`src/rtl/spi_lcd_pkg.sv`:
```
// Shared constants and types for the SPI LCD demo: ST7735 opcodes, the
// init-sequence entry format and the top-level sequencer states.
package spi_lcd_pkg;

    // ST7735 command opcodes used by the init sequence
    localparam logic [7:0] SWRESET = 8'h01;
    localparam logic [7:0] SLPOUT  = 8'h11;
    localparam logic [7:0] COLMOD  = 8'h3A;
    localparam logic [7:0] MADCTL  = 8'h36;
    localparam logic [7:0] DISPON  = 8'h29;
    localparam logic [7:0] CASET   = 8'h2A;
    localparam logic [7:0] RASET   = 8'h2B;
    localparam logic [7:0] RAMWR   = 8'h2C;

    // Byte frame: 16 shift cycles followed by a 2-cycle chip-select-high gap
    localparam int unsigned SHIFT_CYC = 16;
    localparam int unsigned FRAME_CYC = 18;

    typedef enum logic [1:0] {
        ENT_CMD,
        ENT_DATA,
        ENT_DELAY,
        ENT_END
    } entry_t;

    typedef struct packed {
        entry_t     kind;
        logic [7:0] val;
    } seq_entry_t;

    typedef enum logic [2:0] {
        ST_RST_LOW,
        ST_RST_WAIT,
        ST_SEQ,
        ST_SEND,
        ST_GAP,
        ST_DELAY,
        ST_PIXEL,
        ST_DONE
    } state_t;

endpackage

```
`src/rtl/spi_lcd_top_byte_tx.sv`:
```
// spi_byte_tx: 18-cycle write-only SPI byte shifter (MSB first, SCL idle low).
// A new start is accepted while idle or on the final gap cycle, so frames can
// run back to back with exactly two chip-select-high cycles between them.
module spi_byte_tx
    import spi_lcd_pkg::*;
(
    input  logic       clk,
    input  logic       rst,
    input  logic       start,
    input  logic [7:0] tx_byte,
    input  logic       dc,
    output logic       busy,
    output logic       done,
    output logic       csx,
    output logic       scl,
    output logic       sda,
    output logic       dcx
);

    localparam int unsigned CNT_W = $clog2(FRAME_CYC);
    localparam logic [CNT_W-1:0] LAST_CNT  = CNT_W'(FRAME_CYC - 1);
    localparam logic [CNT_W-1:0] SHIFT_END = CNT_W'(SHIFT_CYC);

    logic [CNT_W-1:0] cnt;
    logic [CNT_W-1:0] cnt_n;
    logic [6:0]       shreg;

    assign cnt_n = cnt + CNT_W'(1);

    // Frame sequencer: cycle 0 presents bit7, odd cycles raise SCL, even cycles shift
    always_ff @(posedge clk) begin
        if (rst) begin
            busy  <= 1'b0;
            done  <= 1'b0;
            cnt   <= '0;
            shreg <= '0;
            csx   <= 1'b1;
            scl   <= 1'b0;
            sda   <= 1'b0;
            dcx   <= 1'b0;
        end else if (start && (!busy || done)) begin
            busy  <= 1'b1;
            done  <= 1'b0;
            cnt   <= '0;
            shreg <= tx_byte[6:0];
            csx   <= 1'b0;
            scl   <= 1'b0;
            sda   <= tx_byte[7];
            dcx   <= dc;
        end else if (busy) begin
            if (done) begin
                busy <= 1'b0;
                done <= 1'b0;
                cnt  <= '0;
                csx  <= 1'b1;
                scl  <= 1'b0;
                sda  <= 1'b0;
                dcx  <= 1'b0;
            end else begin
                cnt  <= cnt_n;
                done <= (cnt_n == LAST_CNT);
                if (cnt_n < SHIFT_END) begin
                    csx <= 1'b0;
                    scl <= cnt_n[0];
                    if (!cnt_n[0]) begin
                        sda   <= shreg[6];
                        shreg <= {shreg[5:0], 1'b0};
                    end
                end else begin
                    csx <= 1'b1;
                    scl <= 1'b0;
                    sda <= 1'b0;
                end
            end
        end
    end

endmodule

```
`src/rtl/spi_lcd_top.sv`:
```
// spi_lcd_top: ST7735 bring-up for the TinyFPGA BX demo. Pulses panel reset,
// streams the init sequence from a small ROM, optionally fills the frame with
// COLOR, then idles with the backlight on.
// Build option: define LCD_FILL_EN to include the window setup and pixel fill.
module spi_lcd_top
    import spi_lcd_pkg::*;
#(
    parameter int unsigned WIDTH        = 128,
    parameter int unsigned HEIGHT       = 160,
    parameter logic [15:0] COLOR        = 16'hF800,
    parameter int unsigned RST_LOW_CYC  = 160,
    parameter int unsigned RST_WAIT_CYC = 1920,
    parameter int unsigned DELAY_CYC    = 16000
) (
    input  logic CLK,
    input  logic RST,
    output logic RESX,
    output logic DCX,
    output logic BL,
    output logic CSX,
    output logic SDA,
    output logic SCL,
    output logic USBPU
);

    localparam int unsigned MAX_A   = (RST_LOW_CYC > RST_WAIT_CYC) ? RST_LOW_CYC : RST_WAIT_CYC;
    localparam int unsigned MAX_CYC = (MAX_A > DELAY_CYC) ? MAX_A : DELAY_CYC;
    localparam int unsigned CNT_W   = $clog2(MAX_CYC + 1);
    localparam int unsigned IDX_W   = 5;

`ifdef LCD_FILL_EN
    localparam state_t END_STATE = ST_PIXEL;
    localparam logic [14:0] NPIX = 15'(WIDTH * HEIGHT);
`else
    localparam state_t END_STATE = ST_DONE;
`endif

    state_t           state;
    state_t           next_state;
    logic [IDX_W-1:0] idx;
    logic [CNT_W-1:0] cnt;
    logic             dispon_q;
    seq_entry_t       ent_c;
    logic             dispatch_c;
    logic             start_c;
    logic [7:0]       byte_c;
    logic             dc_c;
    logic             idx_inc_c;
    logic             cnt_clr_c;
    logic             pix_adv_c;
    logic             tx_busy;
    logic             tx_done;

    // Init sequence ROM
    function automatic seq_entry_t rom_entry(input logic [IDX_W-1:0] i);
        seq_entry_t e;
        e = '{kind: ENT_END, val: 8'h00};
        case (i)
            5'd0:  e = '{kind: ENT_CMD,   val: SWRESET};
            5'd1:  e = '{kind: ENT_DELAY, val: 8'h00};
            5'd2:  e = '{kind: ENT_CMD,   val: SLPOUT};
            5'd3:  e = '{kind: ENT_DELAY, val: 8'h00};
            5'd4:  e = '{kind: ENT_CMD,   val: COLMOD};
            5'd5:  e = '{kind: ENT_DATA,  val: 8'h05};
            5'd6:  e = '{kind: ENT_CMD,   val: MADCTL};
            5'd7:  e = '{kind: ENT_DATA,  val: 8'h00};
            5'd8:  e = '{kind: ENT_CMD,   val: DISPON};
`ifdef LCD_FILL_EN
            5'd9:  e = '{kind: ENT_CMD,   val: CASET};
            5'd10: e = '{kind: ENT_DATA,  val: 8'h00};
            5'd11: e = '{kind: ENT_DATA,  val: 8'h00};
            5'd12: e = '{kind: ENT_DATA,  val: 8'h00};
            5'd13: e = '{kind: ENT_DATA,  val: 8'(WIDTH - 1)};
            5'd14: e = '{kind: ENT_CMD,   val: RASET};
            5'd15: e = '{kind: ENT_DATA,  val: 8'h00};
            5'd16: e = '{kind: ENT_DATA,  val: 8'h00};
            5'd17: e = '{kind: ENT_DATA,  val: 8'h00};
            5'd18: e = '{kind: ENT_DATA,  val: 8'(HEIGHT - 1)};
            5'd19: e = '{kind: ENT_CMD,   val: RAMWR};
`endif
            default: e = '{kind: ENT_END, val: 8'h00};
        endcase
        return e;
    endfunction

`ifdef LCD_FILL_EN
    logic [14:0] pix_cnt;
    logic        pix_lo;

    // Pixel counter: low byte of each pixel advances the count, stops at NPIX
    always_ff @(posedge CLK) begin
        if (RST) begin
            pix_cnt <= '0;
            pix_lo  <= 1'b0;
        end else if (pix_adv_c) begin
            pix_lo <= ~pix_lo;
            if (pix_lo) pix_cnt <= pix_cnt + 15'(1);
        end
    end
`else
    logic unused_fill;
    assign unused_fill = ^{COLOR, 16'(WIDTH), 16'(HEIGHT), tx_busy};
`endif

    // State register
    always_ff @(posedge CLK) begin
        if (RST) state <= ST_RST_LOW;
        else     state <= next_state;
    end

    // Next-state and byte-issue decode; GAP dispatches on the shifter's last
    // gap cycle so consecutive sequence bytes run back to back
    always_comb begin
        next_state = state;
        dispatch_c = 1'b0;
        start_c    = 1'b0;
        byte_c     = 8'h00;
        dc_c       = 1'b0;
        idx_inc_c  = 1'b0;
        cnt_clr_c  = 1'b0;
        pix_adv_c  = 1'b0;
        ent_c      = rom_entry(idx);
        case (state)
            ST_RST_LOW: begin
                if (cnt == CNT_W'(RST_LOW_CYC - 1)) begin
                    next_state = ST_RST_WAIT;
                    cnt_clr_c  = 1'b1;
                end
            end
            ST_RST_WAIT: begin
                if (cnt == CNT_W'(RST_WAIT_CYC - 1)) begin
                    next_state = ST_SEQ;
                    cnt_clr_c  = 1'b1;
                end
            end
            ST_SEQ:  dispatch_c = 1'b1;
            ST_SEND: if (CSX) next_state = ST_GAP;
            ST_GAP:  dispatch_c = tx_done;
            ST_DELAY: begin
                if (cnt == CNT_W'(DELAY_CYC - 1)) begin
                    next_state = ST_SEQ;
                    cnt_clr_c  = 1'b1;
                end
            end
`ifdef LCD_FILL_EN
            ST_PIXEL: begin
                if (pix_cnt != NPIX) begin
                    if (!tx_busy || tx_done) begin
                        start_c   = 1'b1;
                        byte_c    = pix_lo ? COLOR[7:0] : COLOR[15:8];
                        dc_c      = 1'b1;
                        pix_adv_c = 1'b1;
                    end
                end else if (!tx_busy) begin
                    next_state = ST_DONE;
                end
            end
`endif
            default: next_state = state;
        endcase

        if (dispatch_c) begin
            case (ent_c.kind)
                ENT_CMD, ENT_DATA: begin
                    start_c    = 1'b1;
                    byte_c     = ent_c.val;
                    dc_c       = (ent_c.kind == ENT_DATA);
                    idx_inc_c  = 1'b1;
                    next_state = ST_SEND;
                end
                ENT_DELAY: begin
                    idx_inc_c  = 1'b1;
                    cnt_clr_c  = 1'b1;
                    next_state = ST_DELAY;
                end
                default: next_state = END_STATE;
            endcase
        end
    end

    // Sequencer datapath: ROM index, wait counter, panel reset and backlight
    always_ff @(posedge CLK) begin
        if (RST) begin
            idx      <= '0;
            cnt      <= '0;
            dispon_q <= 1'b0;
            RESX     <= 1'b0;
            BL       <= 1'b0;
        end else begin
            if (idx_inc_c) idx <= idx + IDX_W'(1);
            if (cnt_clr_c) begin
                cnt <= '0;
            end else if (state == ST_RST_LOW || state == ST_RST_WAIT || state == ST_DELAY) begin
                cnt <= cnt + CNT_W'(1);
            end
            if (start_c) dispon_q <= ~dc_c && (byte_c == DISPON);
            if (next_state != ST_RST_LOW) RESX <= 1'b1;
            if (state == ST_GAP && tx_done && dispon_q) BL <= 1'b1;
        end
    end

    assign USBPU = 1'b0;

    spi_byte_tx u_tx (
        .clk     (CLK),
        .rst     (RST),
        .start   (start_c),
        .tx_byte (byte_c),
        .dc      (dc_c),
        .busy    (tx_busy),
        .done    (tx_done),
        .csx     (CSX),
        .scl     (SCL),
        .sda     (SDA),
        .dcx     (DCX)
    );

endmodule

```
`config.mk`:
```
export PLATFORM = sky130hd
export DESIGN_NAME = spi_lcd_top
export DESIGN_NICKNAME = d
export VERILOG_FILES = /design/src/rtl/spi_lcd_pkg.sv /design/src/rtl/spi_lcd_top_byte_tx.sv /design/src/rtl/spi_lcd_top.sv
export SDC_FILE = /design/constraint.sdc
export NUM_CORES = 1
export LEC_CHECK = 0
export CELL_PAD_IN_SITES_DETAIL_PLACEMENT = 1
export CELL_PAD_IN_SITES_GLOBAL_PLACEMENT = 2
export CORE_UTILIZATION = 41
export DETAILED_ROUTE_END_ITERATION = 12
export GPL_ROUTABILITY_DRIVEN = 0
export PLACE_DENSITY = 0.82
export SYNTH_ARGS = -nofsm -noshare
export SYNTH_HDL_FRONTEND = slang
export SYNTH_SLANG_ARGS = --single-unit
```
`constraint.sdc`:
```
create_clock -name CLK -period 3.9 [get_ports CLK]
set_input_delay 0.78 -clock CLK [delete_from_list [all_inputs] [get_ports CLK]]
set_output_delay 0.78 -clock CLK [all_outputs]
set_load 0.02 [all_outputs]
```
Word-level counts from Yosys, hierarchy flattened
Memories as Yosys holds them, arrays and structs flattened. A register that Yosys moved wholly into a read port is not among the register bits. Cells that the tools add are included. W data, S select, Z words.

Register bits: 43. Input bits: 2. Logic and storage cells: 105. Memories kept: 1. Memory bits (writable): 0. ROM bits: 128. Output and inout port bits: 7. Latch bits: 0.

Divide/modulo/power cells: 0. Add/sub/neg operators: 3. Shifts and indexed selects: 0. Magnitude comparators: 1. Multiply operators: 0. Muxes and demuxes: 49. Equality and inequality tests: 15. Bitwise logic cells: 1. Reduce and logical (&&, ||, !) cells: 21.

Memory list: (name not given) (depth 16, bits a word 8, rd ports 1, clocked after Yosys merged registers in 1, wr ports 0, line spi_lcd_top.sv:58) `case (i)`.

Operator list (count): $mux W7 (5); $mux W1 (29); $mux W8 (2); $mux W3 (5); $add A14 B1 Y14 const B (1); $eq A14 B11 Y1 const B (1); $eq A14 B14 Y1 const B (1); $eq A14 B8 Y1 const B (1); $pmux W3 S4 (1); $add A5 B1 Y5 const B (2); $mux W10 (1); $eq A8 B6 Y1 const B (1); $mux W4 (2); $eq A3 B2 Y1 const B (2); $eq A3 B3 Y1 const B (2); $pmux W3 S2 (1); $reduce_bool A2 Y1 (3); $reduce_or A2 Y1 (3); $eq A5 B5 Y1 const B (1); $lt A5 B5 Y1 const B (1); $mux W5 (1); $logic_and A1 B1 Y1 (4); $ne A2 B2 Y1 const B (2); $ne A4 B3 Y1 const B (1); 14 further kinds (17).

Longest topological paths before layout
Depth after elaboration: 8. Gate-level depth with buffers: 9. Mapped depth without buffers: 8.

Cells and area by module
From an unflattened synthesis, not the netlist that was laid out.

Cells, all modules: 308. Area, all modules: 2667.6 um^2.

By module, submodules not included: spi_lcd_top (instances 1, cells each 197, area each 1712.9 um^2); spi_byte_tx (instances 1, cells each 111, area each 954.7 um^2).

Least setup slack after synthesis
No wires, ideal clock.

Path type: input to register. Start: input port RST. End: register with a tool-made name. Arrival time: 2.035 ns. Required time: 3.779 ns. Stages on the path: 7. Path slack: 1.744 ns. Cell sequence: clkbuf_1 > clkbuf_1 > nor2_1 > inv_1 > ha_1 > nand2_1 > mux2_4.

RTL lines: from (decl) (line spi_lcd_top.sv:16) `input logic RST,`.

==> metrics <==
outcome finished clean; clock sinks between 50 and 60; Yosys top cell by area dfxtp_1; RSZ-0062 raised after global routing no; total negative slack 0 ns; pwr dens about 300 nW/um^2; CTS Hold Bufs 0; GRT Max-Usage Layer met2; DRT antenna net count 0; global-route wire length before repair 9397 microns; DP Worst Slack roughly 1.2 ns; DR vias/cell around 5.6; ANT cells 0; initial antenna violation count 0; Post-synth EDFFs 0; syn_area_per_cell between 8 and 9 sq um; initial core utilization 0.4290; Routed WL per cell 15.27 microns; Tcrit/Tclk final 0.6172; grt total ovfl 0; die extent in y 80.94 microns; clock tree buffer depth 2; Mapped Nets 294; Final Skew 0.01105 ns; P&R area growth vs syn 6.807%; final worst setup slack 1.493 ns; final setup violation count 0; Syn. warnings 0; Required @ worst endpoint 4.08 ns; M3 GR Usage 0.04157; CTS tree yes; Critical Path AT 2.59 ns; DRT iter0 DRCs 52; ys flop type dfxtp_1; max cap viols 0; Synth top area share 0.3996; fin crit period 2.407 ns; number of H-tree branching levels 2; die area 6551 sq um; die width 80.94 microns; endpoints failing hold 0; GRT Total Usage 0.1882; register area share after synthesis 0.3996; via count about 2k; top post-synthesis cells by area dfxtp_1 (40%), nor2_1 (7.1%), mux2i_1 (4.3%); #FFs+latches synth ~50; nets@finish roughly 300; Port Buffers 7; row cnt 28; static leakage 1.031 nW; Async S/R FF share, synth 0; final-report max-slew violation count 0; PostCTS Resize Cnt 0; Final HPWL DP 4043 microns; number of distinct library cells after synthesis between 60 and 70; crit path launch type flop; setup repair bufs after CTS 0; Core Area 5956 sq um; maximum clock rate 0.4154 GHz; layout cells sized above 1 0.06643; met2 usage 0.2798; final wirelength around 5500 microns; cts bufs inserted 5; HP Class reg -> reg; nature of the critical path endpoint flop; worst slew pin tran 0.7847 ns; # IOs 9; Residual DRC 0; GR Util met1 0.2705; router iterations before antenna repair 4; mapped cell area 2555 sq um; Worst VDD drop 0.1426 mV; clk_lat worst skew 0.30 ns; clock root buffer clkbuf_8; vias in the first global route between 1.5k and 2k; final core occ 0.4582; Pwr Total 0.8318 mW; largest net degree at the start of global routing 21; cells after synthesis 284; Worst Path Max Fanout 13; worst setup path category reg -> reg; Worst-path clk slew around 0.090 ns; Rel. slew slack 0.4695
-- where the power goes --
group | internal [mW] | total, mW | switching [mW]
combinational | 0.00578 | 0.0188 | 0.0130
clock | 0.120 | 0.287 | 0.167
sequential | 0.523 | 0.526 | 0.00273
total | 0.649 | 0.832 | 0.183
-- cells in the final DEF (no fill, tap or decap), drive strengths merged, types with 7 or more instances in the layout --
| cell | count |
|---|---|
| dfxtp | 51 |
| nor2 | 48 |
| inv | 14 |
| a21oi | 13 |
| nand3 | 12 |
| mux2i | 11 |
| xor2 | 10 |
| nand2 | 9 |
| ha | 8 |
| xnor2 | 7 |
| a211oi | 7 |
| clkdlybuf4s50 | 7 |
-- path summary, 6_finish.rpt --
check                  end  slack (ns)  cells after the start  startpoint
max                   flop        1.49                      8   u_tx.done
min          u_tx.shreg[0]        0.47                      2        flop
max reg2reg           flop        1.49                      8   u_tx.done
min reg2reg  u_tx.shreg[0]        0.47                      2        flop
-- cell families after synthesis --
kind of cell	share of synthesized area
xor+xnor	0.05828
compound gates	0.1474
simple gates	0.2527
buf+inv	0.04799
fa+ha+maj	0.03918
other cells	0.001468
flops	0.3996
mux	0.05338
-- area by class of cell --
| type | count | area, sq um |
|---|---|---|
| Multi-Input combinational cell | 207 | 1411 |
| Clock buffer | 6 | 72.57 |
| Sequential cell | 51 | 1021 |
| Inverter | 14 | 52.55 |
| Timing Repair Buffer | 8 | 77.57 |
| Fill cell | 727 | 3227 |
| Tap cell | 75 | 93.84 |
-- critical path, cell delays in order, from the launching register on --
cell and delay (ns):
dfxtp_1 0.63, nand3b_2 0.23, a21oi_4 0.29, xnor2_1 0.13, nor2_1 0.36, inv_1 0.15, ha_1 0.24, o211ai_1 0.12
o31ai_1 0.11
-- routing by layer --
metal	routed length [microns]	share of wire
met5	0	0
met4	61	0.011
met3	160	0.029
met2	2353	0.43
met1	2936	0.53
-- synthesized netlist by cell type (all sizes together), types with 3 or more instances --
| library cell | count |
|---|---|
| a211o | 3 |
| a211oi | 7 |
| a21oi | 13 |
| and3 | 5 |
| buf | 7 |
| clkbuf | 5 |
| dfxtp | 51 |
| ha | 8 |
| inv | 14 |
| mux2i | 11 |
| nand2 | 9 |
| nand2b | 3 |
| nand3 | 12 |
| nand3b | 4 |
| nand4 | 3 |
| nor2 | 48 |
| nor2b | 3 |
| nor3 | 3 |
| nor4 | 4 |
| nor4b | 6 |
| o21ai | 6 |
| or3 | 4 |
| xnor2 | 7 |
| xor2 | 10 |
-- metrics by stage --
stage | std cells | hold slack (ns) | instance area, sq um
final | 361 | 0.4740 | 2729
after global routing | 361 | 0.5113 | 2729
after CTS | 361 | 0.4793 | 2729
after floorplan | 284 | 0.4388 | 2555
after detailed placement | 355 | 0.4595 | 2656
after global placement | 355 | 0.4645 | 2656
Note: power is estimated with default switching activity, not from simulation.
